File: config.mk
export PLATFORM = sky130hd
export DESIGN_NAME = sr_cmd_gen_flat
export DESIGN_NICKNAME = d
export VERILOG_FILES = /design/src/rtl/sr_cmd_gen_pkg.sv /design/src/rtl/sr_cmd_gen_if.sv /design/src/rtl/sr_cmd_gen_btn_debounce.sv /design/src/rtl/sr_cmd_gen.sv /design/src/flat_wrapper.sv
export SDC_FILE = /design/constraint.sdc
export NUM_CORES = 1
export LEC_CHECK = 0
export CORE_MARGIN = 2
export CORE_UTILIZATION = 26
export CTS_CLUSTER_SIZE = 24
export DETAILED_ROUTE_END_ITERATION = 16
export SLEW_MARGIN = 30
export SYNTH_ARGS = -nofsm -noshare
export SYNTH_HDL_FRONTEND = slang
export SYNTH_SLANG_ARGS = --single-unit
export TNS_END_PERCENT = 20
File: constraint.sdc
create_clock -name clk -period 1.6 [get_ports clk]
set_clock_uncertainty 0.15 [all_clocks]
set_input_delay 0.48 -clock clk [delete_from_list [all_inputs] [get_ports clk]]
set_output_delay 0.48 -clock clk [all_outputs]
set_load 0.01 [all_outputs]
File: src/rtl/sr_cmd_gen_pkg.sv
// sr_cmd_pkg: shared debounce state encoding and synchronizer depth for sr_cmd_gen.
package sr_cmd_pkg;
    typedef enum logic [1:0] {IDLE, ARMING, PRESSED, RELEASING} deb_state_t;
    localparam int SYNC_DEPTH = 2;
endpackage

File: src/rtl/sr_cmd_gen_if.sv
// sr_cmd_gen_if: button inputs and latch command/shadow outputs of sr_cmd_gen.
// SR_CMD_GEN_CONFLICT_FLAG_EN adds the conflict flag.
interface sr_cmd_gen_if;
    logic btn_set;
    logic btn_rst;
    logic S;
    logic R;
    logic Q;
    logic Qbar;
`ifdef SR_CMD_GEN_CONFLICT_FLAG_EN
    logic conflict;
    modport master (output btn_set, btn_rst, input S, R, Q, Qbar, conflict);
    modport slave (input btn_set, btn_rst, output S, R, Q, Qbar, conflict);
`else
    modport master (output btn_set, btn_rst, input S, R, Q, Qbar);
    modport slave (input btn_set, btn_rst, output S, R, Q, Qbar);
`endif
endinterface

File: src/rtl/sr_cmd_gen_btn_debounce.sv
// btn_debounce: synchronizes a raw button and emits one press_evt per accepted press.
// SR_CMD_GEN_CONFLICT_FLAG_EN adds the pressed status output.
module btn_debounce
    import sr_cmd_pkg::*;
#(
    parameter int DEBOUNCE_CYCLES = 16
) (
    input  logic clk,
    input  logic rst,
    input  logic btn,
`ifdef SR_CMD_GEN_CONFLICT_FLAG_EN
    output logic pressed,
`endif
    output logic press_evt
);
    localparam int CW = $clog2(DEBOUNCE_CYCLES + 1);
    localparam logic [CW-1:0] CMAX = CW'(DEBOUNCE_CYCLES);

    logic [SYNC_DEPTH-1:0] sync_q, sync_d;
    deb_state_t state_q, state_d;
    logic [CW-1:0] cnt_q, cnt_d, cnt_inc;
    logic evt_q, evt_d;
    logic in_s;

    assign in_s = sync_q[SYNC_DEPTH-1];
    // Saturating increment: the counter must never wrap back into range.
    assign cnt_inc = (cnt_q == CMAX) ? cnt_q : cnt_q + 1'b1;

    always_comb begin
        sync_d  = {sync_q[SYNC_DEPTH-2:0], btn};
        state_d = state_q;
        cnt_d   = cnt_q;
        evt_d   = 1'b0;
        case (state_q)
            IDLE: if (in_s) begin
                state_d = ARMING;
                cnt_d   = CW'(1);
            end
            ARMING: if (!in_s) begin
                state_d = IDLE;
                cnt_d   = '0;
            end else if (cnt_q == CMAX) begin
                state_d = PRESSED;
                cnt_d   = '0;
                evt_d   = 1'b1;
            end else cnt_d = cnt_inc;
            PRESSED: if (!in_s) begin
                state_d = RELEASING;
                cnt_d   = CW'(1);
            end
            RELEASING: if (in_s) begin
                state_d = PRESSED;
                cnt_d   = '0;
            end else if (cnt_q == CMAX) begin
                state_d = IDLE;
                cnt_d   = '0;
            end else cnt_d = cnt_inc;
            default: begin
                state_d = IDLE;
                cnt_d   = '0;
            end
        endcase
    end

    always_ff @(posedge clk) begin
        if (rst) begin
            sync_q  <= '0;
            state_q <= IDLE;
            cnt_q   <= '0;
            evt_q   <= 1'b0;
        end else begin
            sync_q  <= sync_d;
            state_q <= state_d;
            cnt_q   <= cnt_d;
            evt_q   <= evt_d;
        end
    end

    assign press_evt = evt_q;
`ifdef SR_CMD_GEN_CONFLICT_FLAG_EN
    assign pressed = (state_q == PRESSED);
`endif
endmodule

File: src/rtl/sr_cmd_gen.sv
// sr_cmd_gen: debounced set/reset pulse generator with reset-dominant arbitration and Q shadow.
// SR_CMD_GEN_CONFLICT_FLAG_EN adds a conflict pulse output.
module sr_cmd_gen
    import sr_cmd_pkg::*;
#(
    parameter int DEBOUNCE_CYCLES = 16
) (
    input logic clk,
    input logic rst,
    sr_cmd_gen_if.slave io
);
    logic evt_s, evt_r;
    logic s_q, s_d, r_q, r_d, q_q, q_d;

`ifdef SR_CMD_GEN_CONFLICT_FLAG_EN
    logic pr_s, pr_r, conflict_q, conflict_d;
    btn_debounce #(.DEBOUNCE_CYCLES(DEBOUNCE_CYCLES)) u_set (
        .clk(clk), .rst(rst), .btn(io.btn_set), .pressed(pr_s), .press_evt(evt_s));
    btn_debounce #(.DEBOUNCE_CYCLES(DEBOUNCE_CYCLES)) u_rst (
        .clk(clk), .rst(rst), .btn(io.btn_rst), .pressed(pr_r), .press_evt(evt_r));
    // A channel that just fired is itself PRESSED, so this also covers coincident events.
    assign conflict_d = (evt_s & pr_r) | (evt_r & pr_s);
    always_ff @(posedge clk) begin
        if (rst) conflict_q <= 1'b0;
        else conflict_q <= conflict_d;
    end
    assign io.conflict = conflict_q;
`else
    btn_debounce #(.DEBOUNCE_CYCLES(DEBOUNCE_CYCLES)) u_set (
        .clk(clk), .rst(rst), .btn(io.btn_set), .press_evt(evt_s));
    btn_debounce #(.DEBOUNCE_CYCLES(DEBOUNCE_CYCLES)) u_rst (
        .clk(clk), .rst(rst), .btn(io.btn_rst), .press_evt(evt_r));
`endif

    always_comb begin
        r_d = evt_r;
        s_d = evt_s & ~evt_r;
        q_d = evt_r ? 1'b0 : (evt_s ? 1'b1 : q_q);
    end

    always_ff @(posedge clk) begin
        if (rst) begin
            s_q <= 1'b0;
            r_q <= 1'b0;
            q_q <= 1'b0;
        end else begin
            s_q <= s_d;
            r_q <= r_d;
            q_q <= q_d;
        end
    end

    assign io.S    = s_q;
    assign io.R    = r_q;
    assign io.Q    = q_q;
    assign io.Qbar = ~q_q;
endmodule

File: src/flat_wrapper.sv
// flat-port wrapper written by rule: the top's interface ports become plain ports
module sr_cmd_gen_flat import sr_cmd_pkg::*;
#(
    parameter int DEBOUNCE_CYCLES = 16
)
  (clk, rst, io_btn_set, io_btn_rst, io_S, io_R, io_Q, io_Qbar);
  sr_cmd_gen_if io_i ();
  input logic clk;
  input logic rst;
  input wire logic [$bits(io_i.btn_set)-1:0] io_btn_set;
  input wire logic [$bits(io_i.btn_rst)-1:0] io_btn_rst;
  output wire logic [$bits(io_i.S)-1:0] io_S;
  output wire logic [$bits(io_i.R)-1:0] io_R;
  output wire logic [$bits(io_i.Q)-1:0] io_Q;
  output wire logic [$bits(io_i.Qbar)-1:0] io_Qbar;
  assign io_i.btn_set = io_btn_set;
  assign io_i.btn_rst = io_btn_rst;
  assign io_S = io_i.S;
  assign io_R = io_i.R;
  assign io_Q = io_i.Q;
  assign io_Qbar = io_i.Qbar;
  sr_cmd_gen #(.DEBOUNCE_CYCLES(DEBOUNCE_CYCLES)) u_core (.clk(clk), .rst(rst), .io(io_i));
endmodule
==> flow_metrics.py <==
metrics = {
    "status": {
        "status": "finished clean",
    },
    "global_route": {
        "met2_usage_pct": 18.6,
        "grt_pass1_vias": 820,
        "grt-busiest-layer": "met2",
        "gr-total-overflow": 0,
        "grt_pass1_wl_um": 3640,
        "grtUsageMet1_pct": 12.6,
        "grt_util_met3_pct": 2.53,
        "antenna_found_initial": 0,
        "grt_usage_pct": 10.7,
        "grt_max_degree": 17,
    },
    "drt": {
        "first_pass_iters": 4,
        "detail-route-antenna-nets": 0,
        "drcViolationCount": 0,
        "wl_per_cell_um": 11.8,
        "drtIter0Drc": 46,
        "num_vias": 836,
        "wl_um": 2020,
        "routed_via_density": 4.86,
    },
    "cts": {
        "htreeDepth": 1,
        "clkLatencyLatePin_ps": 260,
        "cts_setup_buffers": 0,
        "cts-hold-fix-buffers": 0,
        "cts_sinks": 23,
        "cts_tree": "yes",
        "path_clk_slew_ps": 80,
        "clock_path_buffers": 2,
        "numCtsBuffers": 3,
        "clock-root-buffer": "clkbuf_8",
    },
    "sta": {
        "setup-violations-final": 0,
        "hold_viol": 0,
        "slew_headroom_pct": 70.0,
        "fmax_mhz": 647,
        "worst_pin_slew_ps": 446,
        "fin_ws_ps": 53.7,
        "slew_violations": 0,
        "fin_crit_ps": 1550,
        "rsz0062_at_grt": "yes",
        "period_share_pct": 96.6,
    },
    "placed_design": {
        "gp_congestion": 0.746,
        "hpwl_um": 1510,
        "io_buffer_count": 7,
        "post-place-ws_ps": -205,
    },
    "synth": {
        "seq_area_frac_synth_pct": 45.4,
        "synth_area_um2": 1010,
        "syn_nets": 118,
        "yosys-top-cells-area": "dfxtp_1 45%, ha_1 4.9%, nand3_1 4.9%",
        "yosysTopAreaCellShare_pct": 45.4,
        "synth_cell_type_count": 35,
        "yosys-top-cells-count": "23 x dfxtp_1, 10 x nand3_1, 9 x inv_1",
        "syn_inst": 110,
        "yosysTopAreaCell": "dfxtp_1",
        "synth-async-reset-ratio_pct": 0,
        "ys_ff_latch": 23,
        "synth_enable_flop_cells": 0,
        "synth.most_common_cell": "dfxtp_1",
        "ys.flop_type": "dfxtp_1",
        "ys.warnings.count": 0,
        "avgSynthCellArea_um2": 9.22,
    },
    "power_and_ir_drop": {
        "seqPwrFrac_pct": 58.8,
        "p_leak_nw": 0.445,
        "power.total_uw": 998,
        "switching_share_pct": 21.9,
        "p_int_uw": 779,
        "p_sw_uw": 219,
        "pwr-share-comb_pct": 5.6,
        "clockPowerShare_pct": 35.6,
        "ir_drop_mv": 0.342,
        "power_density_nw_per_um2": 783,
    },
    "worst_setup_path": {
        "crit_start": "u_core.u_set.cnt_q[0]$_SDFFE_PP0P_",
        "reg2reg_slack_ps": 50,
        "cp-start-kind": "flip-flop",
        "crit_path_end_kind": "flip-flop",
        "rr_endpoint": "u_core.u_set.cnt_q[4]$_SDFFE_PP0P_",
        "r2r_cells": 4,
        "crit_type": "flip-flop to flip-flop",
        "critical_path_peak_fanout": 4,
        "arrival_ps": 1590,
        "rr_startpoint": "u_core.u_set.cnt_q[0]$_SDFFE_PP0P_",
        "required_ps": 1640,
    },
    "flow_run": {
        "maxCapViolations": 0,
    },
    "floorplan": {
        "die-area_um2": 4420,
        "ios": 8,
        "die_y_um": 66.5,
        "fp-row-count": 22,
        "die_x_um": 66.5,
        "core_um2": 3720,
        "start_util_pct": 27.3,
    },
    "min_path": {
        "min-delay-start": "u_core.u_rst.sync_q[0]$_SDFF_PP0_",
        "hold_path.class": "flip-flop to flip-flop",
        "holdPathEnd": "u_core.u_rst.sync_q[1]$_SDFF_PP0_",
        "min_path_cells": 1,
    },
    "layout": {
        "areaGrowthSynthToFinish_pct": 25.6,
        "drive_above_1_share_pct": 16.1,
        "antenna_cells": 0,
        "nNetsFinal": 133,
        "final_core_utilization_pct": 34.3,
    },
}
## worst max path at each step
stage | end | slack (ps) | cells past startpoint
finish | u_core.u_set.cnt_q[4]$_SDFFE_PP0P_ | 50 | 4
global route | u_core.u_set.cnt_q[2]$_SDFFE_PP0P_ | -20 | 3
CTS | u_core.u_set.cnt_q[4]$_SDFFE_PP0P_ | 0.8 | 5
detailed placement | u_core.u_rst.cnt_q[4]$_SDFFE_PP0P_ | -200 | 4
global placement | u_core.u_rst.cnt_q[4]$_SDFFE_PP0P_ | -170 | 4
floorplan | u_core.u_set.cnt_q[4]$_SDFFE_PP0P_ | 50 | 5
## state kept, by name, indices dropped and copies added, names as in the netlist, 2 cells and up, named ones only
name                 flops
u_core.u_rst.cnt_q       5
u_core.u_rst.sync_q      2
u_core.u_set.cnt_q       5
u_core.u_set.sync_q      2
## cells by family (layout without fill, tap and decap cells)
group                    after synthesis  after routing  synth area share [%]
AO/OA/AOI/OAI                         17             17                  11.2
buffers and inverters                 13             27                  4.93
XOR/XNOR                               6              6                  5.18
flip-flops                            23             23                  45.4
adder cells (fa/ha/maj)                4              4                  4.93
AND/OR/NAND/NOR                       47             47                  28.4
## cell usage in the layout, fill, tap and decap left out, types with 2 or more instances in the layout
master and n:
clkdlybuf4s50_1 3, buf_4 7, nor2b_1 7, nand4bb_1 2
inv_1 8, clkbuf_8 3, nand4_1 4, xnor2_1 3
dfxtp_1 20, xor2_1 2, o21ai_0 2, ha_1 2
nor2_1 5, a21oi_1 6, and3_1 2, nor3_1 2
dlygate4sd2_1 4, nand3_1 10, dfxtp_4 2, nand2_1 4
or3_1 2
## worst max-delay path, stage by stage, from the launching register on
cell	delay, ps
dfxtp_4	370
ha_4	160
and3_4	170
or4_1	470
a31oi_1	160
## power groups by stage
stage | registers (mW) | clock network, mW | logic, mW
finish | 0.587 | 0.355 | 0.0563
global route | 0.588 | 0.400 | 0.0639
CTS | 0.588 | 0.360 | 0.0549
detailed placement | 0.602 | 0 | 0.0546
global placement | 0.601 | 0 | 0.0533
floorplan | 0.599 | 0 | 0.0305
## final cells by class
type                    count  area, um2
clock buffers               3       41.3
flip-flops and latches     23        469
repair buffers             14        118
inverters                   9       33.8
well taps                  48       60.1
clock inverters             1       5.00
multi-input cells          74        548
fillers                   390       2440
## metrics by stage
step	area (um2)	setup TNS [ps]	hold WS, ps	cells
2_1_floorplan	1010	0	262	110
3_3_place_gp	1180	-666	280	168
3_5_place_dp	1180	-934	278	168
4_1_cts	1220	0	297	172
5_1_grt	1270	-39.0	311	172
6_report	1270	0	296	172
## per-layer routing
metal	share of wire [%]	vias to the layer above
met5	0	-
met4	0.94	0
met3	2.9	2
met2	51	9
met1	45	406
li1	-	419
## what timing repair did
action | 4_1_cts | 5_1_grt
setup endpoints to repair | 5 | 4
resized for setup | 6 | 12
pin swaps | 0 | 3
Power figures use the tool's default switching activity.
